--- src/rtl/one_bit_alu.sv ---
`default_nettype none
// ============================================================================
//  Module      : one_bit_alu
//  Description : Single-bit ALU slice (AND/OR/XOR/ADD with operand inversion)
//                with registered result, zero flag and carry out.
//  Revision    : 1.0  initial release
// ============================================================================
module one_bit_alu (
    input  logic       clk,
    input  logic       rst_n,
    input  logic       a,
    input  logic       b,
    input  logic       a_invert,
    input  logic       b_invert,
    input  logic       carry_in,
    input  logic [1:0] operation,
    output logic       result,
    output logic       zf,
    output logic       carry_out
);

    localparam logic [1:0] c_OP_AND = 2'b00;
    localparam logic [1:0] c_OP_OR  = 2'b01;
    localparam logic [1:0] c_OP_XOR = 2'b10;
    localparam logic [1:0] c_OP_ADD = 2'b11;

    logic w_aa;
    logic w_bb;
    logic w_next_result;
    logic w_next_carry;

    logic r_result;
    logic r_zf;
    logic r_carry_out;

    // Inversion precedes every operation, so AND with both inverted is NOR.
    assign w_aa = a ^ a_invert;
    assign w_bb = b ^ b_invert;

    always_comb begin
        w_next_result = 1'b0;
        w_next_carry  = 1'b0;
        case (operation)
            c_OP_AND: w_next_result = w_aa & w_bb;
            c_OP_OR:  w_next_result = w_aa | w_bb;
            c_OP_XOR: w_next_result = w_aa ^ w_bb;
            c_OP_ADD: begin
                w_next_result = w_aa ^ w_bb ^ carry_in;
                w_next_carry  = (w_aa & w_bb) | (w_aa & carry_in) | (w_bb & carry_in);
            end
            default: begin
                w_next_result = 1'b0;
                w_next_carry  = 1'b0;
            end
        endcase
    end

    always_ff @(posedge clk) begin
        if (!rst_n) begin
            r_result    <= 1'b0;
            r_zf        <= 1'b1;
            r_carry_out <= 1'b0;
        end else begin
            r_result    <= w_next_result;
            r_zf        <= ~w_next_result;
            r_carry_out <= w_next_carry;
        end
    end

    assign result    = r_result;
    assign zf        = r_zf;
    assign carry_out = r_carry_out;

endmodule
`default_nettype wire

--- config.mk ---
export PLATFORM = sky130hd
export DESIGN_NAME = one_bit_alu
export DESIGN_NICKNAME = d
export VERILOG_FILES = /design/src/rtl/one_bit_alu.sv
export SDC_FILE = /design/constraint.sdc
export NUM_CORES = 1
export LEC_CHECK = 0
export BUFFER_PORTS_ARGS = -buffer_cell sky130_fd_sc_hd__clkbuf_2
export CAP_MARGIN = 20
export CORE_AREA = 2 2 39 41
export CTS_CLUSTER_DIAMETER = 100
export DETAILED_ROUTE_END_ITERATION = 8
export DIE_AREA = 0 0 41 43
export HOLD_SLACK_MARGIN = 0.08
export MAX_ROUTING_LAYER = met4
export PLACE_DENSITY = 0.45
export SYNTH_ARGS = -nofsm -noshare
export SYNTH_HDL_FRONTEND = slang
export SYNTH_SLANG_ARGS = --single-unit
--- constraint.sdc ---
create_clock -name clk -period 1.4 [get_ports clk]
set_clock_uncertainty 0.2 [all_clocks]
set_input_delay 0.14 -clock clk [delete_from_list [all_inputs] [get_ports clk]]
set_output_delay 0.14 -clock clk [all_outputs]
set_load 0.02 [all_outputs]
==> results of run 1 <==
[kinds of logic (layout without fill, tap and decap cells)]
| family | Yosys count | after routing |
|---|---|---|
| simple gates | 2 | 2 |
| compound gates | 3 | 3 |
| flops | 3 | 3 |
| fa+ha+maj | 3 | 3 |
| xor+xnor | 2 | 2 |
| mux | 1 | 1 |
| buf+inv | 2 | 22 |
[synth_stat cells]
master	n	area, µm²
o211a_1	1	10.01
inv_1	2	7.510
xor2_1	1	8.760
dfxtp_1	3	60.06
mux2_4	1	15.01
nand2_1	1	3.750
xnor2_1	1	8.760
ha_1	2	25.02
and4_2	1	10.01
o211ai_1	2	15.01
fa_1	1	20.02
[power by group through the flow]
stage	combinational (mW)	sequential [mW]	clock, mW
after floorplan	0.0452	0.107	0
after global placement	0.0842	0.0964	0
after detailed placement	0.0898	0.0971	0
after CTS	0.0968	0.0957	0.161
after global routing	0.126	0.0962	0.169
final	0.111	0.0954	0.155
[routing by layer]
layer,GRT usage,share of wire,vias to the layer above
li1,-,-,95
met1,0.06452,0.39,80
met2,0.1063,0.50,12
met3,0.01571,0.10,0
met4,0.08000,0,0
met5,-,0,-
[flip-flops by register name, summed over array words and instances (netlist names)]
register	cells
zf	1
result	1
carry_out	1
[layout make-up]
| type | count | share of cell area |
|---|---|---|
| clock buffer | 4 | 0.06885 |
| multi-input combinational | 11 | 0.3738 |
| sequential | 3 | 0.1574 |
| tap | 16 | 0.05246 |
| inverter | 2 | 0.01967 |
| timing repair buffer | 16 | 0.3279 |
[cell usage in the layout, fill, tap and decap left out, drive strengths merged]
| cell | n |
|---|---|
| and4 | 1 |
| buf | 5 |
| clkbuf | 12 |
| dfxtp | 3 |
| dlygate4sd3 | 2 |
| dlymetal6s4s | 1 |
| fa | 1 |
| ha | 2 |
| inv | 2 |
| mux2 | 1 |
| nand2 | 1 |
| o211a | 1 |
| o211ai | 2 |
| xnor2 | 1 |
| xor2 | 1 |
[worst min-delay path: cells and delay by family]
family,cells,cell delay (ns)
buf+inv,1,0.10
fa+ha+maj,1,0.17
simple gates,1,0.21
[worst max path at each step]
stage | slack, ns | depth (start not counted) | start | end
finish | 0.02 | 7 | a | zf$_SDFF_PN1_
detailed placement | -0.24 | 7 | a_invert | zf$_SDFF_PN1_
floorplan | -0.0009 | 6 | a_invert | zf$_SDFF_PN1_
global placement | -0.17 | 7 | a_invert | zf$_SDFF_PN1_
global route | -0.07 | 7 | a | zf$_SDFF_PN1_
CTS | 0.001 | 7 | a_invert | zf$_SDFF_PN1_
[timing repair]
action / 4_1_cts / 5_1_grt
hold endpoints to repair: 3 / 0
setup endpoints to repair: 0 / 2
resized for setup: 0 / 11
buffers inserted: 0 / 2
hold buffers: 3 / 0
==> out/qor.yml, run 1 <==
area_growth_pct: 107.5
power_density_nw_per_um2: 947.1
slowest_stage: "fa_1"
cts_buffers: 3
grt_pass1_vias: 205
post-dp-hpwl_um: 350.8
via_per_inst: 3.596
final_area_um2: 381.6
grt_max_degree: 5
yosysWarningCount: 0
initial_core_util: 0.1329
criticalPathCategory: "input pin to register"
cts_htree_levels: 1
portBuffers: 11
dp_cells: 43
layout-drive-gt1-share: 0.5833
synth_fp_nets: 28
crit_arrival_ns: 1.28
synth_top_family_by_area: "adder cells"
synth_mux_area_frac: 0.08163
hp-class: "input pin to register"
grt_pass1_wl_um: 752
cts_num_sinks: 3
timing.final.crit_share: 0.9852
routedWlPerCell_um: 8.769
path_common_cell: "o211ai_1"
critPathMaxFanout: 2
final_core_util: 0.2758
diodes: 0
die-area_um2: 1763
cp_num_buf_inv: 2
synth-seq-cells: 3
core_area_um2: 1384
worstPathCellList: "buf_8 > xnor2_4 > inv_2 > fa_1 > nand2_1 > o211ai_1 > o211ai_1"
crit_path_max_incr_delay_ns: 0.54
gp_congestion: 0.5285
drv_cap: 0
ios: 12
die_y_um: 43
start_kind: "input pin"
p_leak_nw: 0.1966
synth_simple_gate_area_frac: 0.07483
fmax_mhz: 725.0
hold_viol: 0
power.net_switching_mw: 0.09804
synth.avg_cell_area_um2: 11.50
cts_root_buffer: "clkbuf_4"
antenna_found_initial: 0
ant_nets: 0
status: "finished clean"
cp_top_family: "adder cells"
tns_ns: 0
yosys.area_share.adder: 0.2449
wl_um: 456
finalSetupViolations: 0
drt_pass1_iterations: 1
power.internal_mw: 0.2634
syn_area_um2: 183.9
setup_ws_ns: 0.02074
synth_seq_area_share: 0.3265
power_frac_comb: 0.307
whs_ns: 0.2091
min_period_ns: 1.379
seqPwrFrac: 0.264
drc: 0
globalRouteOverflowTotal: 0
synth-xor-area-share: 0.09524
pre_cts_ws_ns: -0.2425
slew_headroom: 0.8617
finalNonFillerCells: 52
num_rows: 14
die-width_um: 41
min_path_cells: 3
grt_use_total: 0.07106
power_mw: 0.3614
cts_tree: "built"
vias: 187
synth_cell_type_count: 11
cp-end-kind: "register"
ir_drop_mv: 0.1536
crit_required_ns: 1.30
min-delay-start: "carry_in"
multiInputGateArea_um2: 142.6
register_area_um2: 60.06
post_dp_cell_area_um2: 285.3
pwr-share-clk: 0.429
tightest_slew_ns: 0.2066
nNetsFinal: 49
min_to: "carry_out$_SDFF_PN0_"
synth_compound_area_frac: 0.1361
drt_iter0_markers: 0
finalMaxSlewViolations: 0
fill_cells: 147
rsz0062_at_grt: "true"
sw_frac_of_total: 0.2713
clkSlewWorstSetupHoldPaths_ns: 0.04
syn_inst: 16
clk_path_buf_depth: 2
No activity file was read; power rests on OpenSTA's default activity.
==> inputs of run 2 (changes only) <==
==> config.mk (replaced) <==
export PLATFORM = sky130hd
export DESIGN_NAME = one_bit_alu
export DESIGN_NICKNAME = d
export VERILOG_FILES = /design/src/rtl/one_bit_alu.sv
export SDC_FILE = /design/constraint.sdc
export NUM_CORES = 1
export LEC_CHECK = 0
export ABC_CLOCK_PERIOD_IN_PS = 1400
export CAP_MARGIN = 20
export CORE_AREA = 2 2 39 41
export CTS_CLUSTER_DIAMETER = 100
export DETAILED_ROUTE_END_ITERATION = 8
export DIE_AREA = 0 0 41 43
export DONT_BUFFER_PORTS = 1
export HOLD_SLACK_MARGIN = 0.08
export MAX_ROUTING_LAYER = met4
export PLACE_DENSITY = 0.37
export SYNTH_ARGS = -nofsm -noshare
export SYNTH_HDL_FRONTEND = slang
export SYNTH_SLANG_ARGS = --single-unit
==> run 2 against run 1 <==
  * Wire length down 18%
  * Critical endpoint is now result$_SDFF_PN0_
  * Final area down 25%
  * Power down 10%
  * Critical path depth down 4
  * Worst hold slack worse by 0.11 ns
  * Combinational power down 44%
  * Fmax up 2.2%
  * Sequential share of layout area up 5.2 points
  * Via count down 19%
  * Clock power about the same
  * Global-route usage down 1.5 points
  * Highest routed layer is now met4
==> out/qor.yml, run 2 (synthesis results as in run 1) <==
antenna_found_initial: 0
drv_cap: 0
post_cts_resized: 0
ant_nets: 0
clk_path_buf_depth: 2
die_y_um: 43
initial_core_util: 0.1329
tightest_slew_ns: 0.2078
grt_pass1_vias: 159
cts_num_sinks: 3
register_area_um2: 60.06
finalNonFillerCells: 39
drt_iter0_markers: 0
rsz0062_at_grt: "false"
diodes: 0
grt_use_total: 0.05561
dp_cells: 32
nNetsFinal: 36
cts_htree_levels: 1
ir_drop_mv: 0.1383
globalRouteOverflowTotal: 0
hold_buffers: 3
cts_tree: "built"
multiInputGateArea_um2: 142.6
crit_arrival_ns: 1.27
min_path_cells: 2
hp-class: "input pin to register"
final_core_util: 0.2071
mostFrequentLayoutCells: "3 x dfxtp_1, 3 x clkbuf_4, 3 x dlygate4sd3_1"
min-delay-start: "carry_in"
startpoint: "operation[1]"
routedWlPerCell_um: 9.564
finalSetupViolations: 0
fmax_mhz: 741.3
num_rows: 14
power_density_nw_per_um2: 1134
start_kind: "input pin"
min_to: "carry_out$_SDFF_PN0_"
status: "finished clean"
cts_root_buffer: "clkbuf_4"
finalMaxSlewViolations: 0
p_leak_nw: 0.1257
layout-drive-gt1-share: 0.3478
post-dp-hpwl_um: 290.2
cts_buffers: 3
portBuffers: 0
grt_pass1_wl_um: 558
critPathMaxFanout: 4
crit_required_ns: 1.33
criticalPathCategory: "input pin to register"
cts_setup_buffers: 0
slew_headroom: 0.8609
wl_um: 373
grt_max_degree: 5
cp-end-kind: "register"
die-width_um: 41
area_growth_pct: 55.78
drt_pass1_iterations: 1
die-area_um2: 1763
gp_congestion: 0.5591
fill_cells: 159
hold_viol: 0
min_period_ns: 1.349
drc: 0
timing.final.crit_share: 0.9636
core_area_um2: 1384
clkSlewWorstSetupHoldPaths_ns: 0.04
ios: 12
via_per_inst: 3.872
vias: 151
run 2: worst max path at each step:
stage / to / cells past startpoint
5_1_grt: result$_SDFF_PN0_ / 3
6_report: result$_SDFF_PN0_ / 3
4_1_cts: result$_SDFF_PN0_ / 3
2_1_floorplan: zf$_SDFF_PN1_ / 6
3_3_place_gp: zf$_SDFF_PN1_ / 6
3_5_place_dp: zf$_SDFF_PN1_ / 6
run 2: cell type report:
| cell class | instances | area share |
|---|---|---|
| Timing Repair Buffer | 3 | 0.1048 |
| Clock buffer | 4 | 0.09170 |
| Sequential cell | 3 | 0.2096 |
| Inverter | 2 | 0.02620 |
| Multi-Input combinational cell | 11 | 0.4978 |
| Tap cell | 16 | 0.06987 |
run 2: layer usage:
metal / routed length [µm] / global-route usage / vias up
met2: 136 / 0.05938 / 14
met3: 66 / 0.01571 / 4
li1: - / - / 69
met1: 147 / 0.05484 / 64
met5: 0 / - / -
met4: 22 / 0.1000 / 0
run 2: worst max-delay path, cell delays in order:
cell	delay, ns
dlygate4sd3_1	0.61
mux2_4	0.32
o211a_1	0.20
run 2: stage by stage:
stage	TNS, ns	hold WS [ns]	setup WS [ns]	area, µm²	total power, mW
detailed placement	-0.1235	0.05244	-0.07011	230.2	0.1604
CTS	0	0.09681	0.05484	286.5	0.3319
finish	0	0.09893	0.05093	286.5	0.3250
global route	0	0.1104	0.03289	286.5	0.3467
floorplan	-0.0009315	0.03904	-0.0009315	210.2	0.1519
global placement	-0.07044	0.04105	-0.03811	230.2	0.1582
run 2: where the power goes:
group          internal [mW]  switching (mW)
registers             0.0938          0.0120
clock network          0.107          0.0494
logic                 0.0369          0.0258
==> inputs of run 3 (changes only) <==
--- a/config.mk
+++ b/config.mk
@@ -5,7 +5,7 @@
 export SDC_FILE = /design/constraint.sdc
 export NUM_CORES = 1
 export LEC_CHECK = 0
-export ABC_CLOCK_PERIOD_IN_PS = 1400
+export ABC_CLOCK_PERIOD_IN_PS = 1300
 export CAP_MARGIN = 20
 export CORE_AREA = 2 2 39 41
 export CTS_CLUSTER_DIAMETER = 100
@@ -13,8 +13,7 @@
 export DIE_AREA = 0 0 41 43
 export DONT_BUFFER_PORTS = 1
 export HOLD_SLACK_MARGIN = 0.08
-export MAX_ROUTING_LAYER = met4
-export PLACE_DENSITY = 0.37
+export PLACE_DENSITY = 0.36
 export SYNTH_ARGS = -nofsm -noshare
 export SYNTH_HDL_FRONTEND = slang
 export SYNTH_SLANG_ARGS = --single-unit
==> constraint.sdc (replaced) <==
create_clock -name clk -period 1.3 [get_ports clk]
set_clock_uncertainty 0.2 [all_clocks]
set_input_delay 0.13 -clock clk [delete_from_list [all_inputs] [get_ports clk]]
set_output_delay 0.13 -clock clk [all_outputs]
set_load 0.02 [all_outputs]
==> run 3 against run 2 <==
  * The run now ends with negative hold slack left
  * Worst hold slack worse by 0.19 ns
  * Final area rose by 0.44%
  * Core utilization rose by 0.090 points
  * Die area unchanged
  * Via count decreased by 6.0%
  * Worst setup slack improved by 0.030 ns
  * Wire length decreased by 6.2%
  * Sequential power grew 8%
  * First-iteration DRC count up 1
  * Global-route usage about the same
  * Critical path type unchanged
==> out/qor.yml, run 3 (synthesis results as in run 1) <==
hp-class: "input pin to register"
post-dp-hpwl_um: 308.8
finalMaxSlewViolations: 0
diodes: 0
cts_tree: "built"
grt_pass1_vias: 170
wl_um: 350
tightest_slew_ns: 0.2019
critPathMaxFanout: 2
drc: 0
violations: "negative hold slack"
clkSlewWorstSetupHoldPaths_ns: 0.04
power_density_nw_per_um2: 1189
routedWlPerCell_um: 9.211
die_y_um: 43
fmax_mhz: 820.4
area_growth_pct: 56.46
drv_cap: 0
fill_cells: 156
ios: 12
whs_ns: -0.09050
grt_use_total: 0.05517
slew_headroom: 0.8652
globalRouteOverflowTotal: 0
gp_congestion: 0.5589
clk_path_buf_depth: 2
grt_pass1_wl_um: 586
mostFrequentLayoutCells: "3 x dfxtp_1, 3 x clkbuf_4, 2 x o211ai_1, 2 x ha_1, 2 x dlygate4sd3_1"
cts_htree_levels: 1
via_per_inst: 3.737
cts_buffers: 3
die-width_um: 41
drt_pass1_iterations: 2
cp-end-kind: "register"
status: "finished, violations left"
timing.final.crit_share: 0.9376
nNetsFinal: 35
layout-drive-gt1-share: 0.3636
die-area_um2: 1763
crit_required_ns: 1.20
portBuffers: 0
core_area_um2: 1384
cts_root_buffer: "clkbuf_4"
pre_cts_ws_ns: -0.1805
num_rows: 14
start_kind: "input pin"
criticalPathCategory: "input pin to register"
rsz0062_at_grt: "false"
crit_arrival_ns: 1.12
cts_setup_buffers: 0
ir_drop_mv: 0.1320
grt_max_degree: 5
vias: 142
setup_ws_ns: 0.08110
finalSetupViolations: 0
min_period_ns: 1.219
ant_nets: 0
p_leak_nw: 0.1233
drt_iter0_markers: 1
initial_core_util: 0.1329
hold_buffers: 2
hold_viol: 3
antenna_found_initial: 0
cts_num_sinks: 3
run 3: changes by cell type in the layout (fill, tap and decap cells not counted), sizes merged:
cell / change
dlygate4sd3: -1
run 3: through the flow:
stage / util / setup TNS (ns) / total power [mW] / instance area [µm²] / std cells
final: 0.2080 / 0 / 0.3420 / 287.8 / 38
after global placement: 0.1745 / -0.2461 / 0.1718 / 241.5 / 32
after floorplan: - / -0.1673 / 0.1658 / 221.5 / 16
after CTS: 0.2080 / 0 / 0.3540 / 287.8 / 38
after detailed placement: 0.1745 / -0.3406 / 0.1763 / 241.5 / 32
after global routing: 0.2080 / 0 / 0.3614 / 287.8 / 38
run 3: worst paths after layout:
kind,startpoint,end,slack (ns),depth (start not counted)
worst max-delay path,a_invert,zf$_SDFF_PN1_,0.08,6
worst min-delay path,operation[1],carry_out$_SDFF_PN0_,-0.09,1
run 3: timing repair:
item | in CTS | in global routing
endpoints found under the setup margin | 0 | 1
endpoints found under the hold margin | 3 | 3
resized for setup | 0 | 0
run 3: worst max-delay path, stage by stage:
cell	delay, ns
xnor2_4	0.15
inv_2	0.06
fa_1	0.51
nand2_1	0.05
o211ai_1	0.09
o211ai_1	0.12
run 3: power by group:
part | internal, mW | total [mW] | switching (mW)
clock network | 0.115 | 0.162 | 0.0472
logic | 0.0404 | 0.0659 | 0.0255
registers | 0.101 | 0.114 | 0.0129
total | 0.256 | 0.342 | 0.0856
run 3: per-layer routing:
metal | track usage | vias up | wire length (µm)
li1 | - | 69 | -
met1 | 0.05769 | 59 | 127
met2 | 0.06250 | 12 | 143
met3 | 0.01047 | 2 | 60
met4 | 0.1000 | 0 | 19
met5 | 0 | - | 0
run 3: area by class of cell:
class | instances | area, µm² | share of cell area
clock buffer | 4 | 26.28 | 0.09130
inverter | 2 | 7.507 | 0.02609
multi-input combinational | 11 | 153.9 | 0.5348
sequential | 3 | 60.06 | 0.2087
tap | 16 | 20.02 | 0.06957
timing repair buffer | 2 | 20.02 | 0.06957
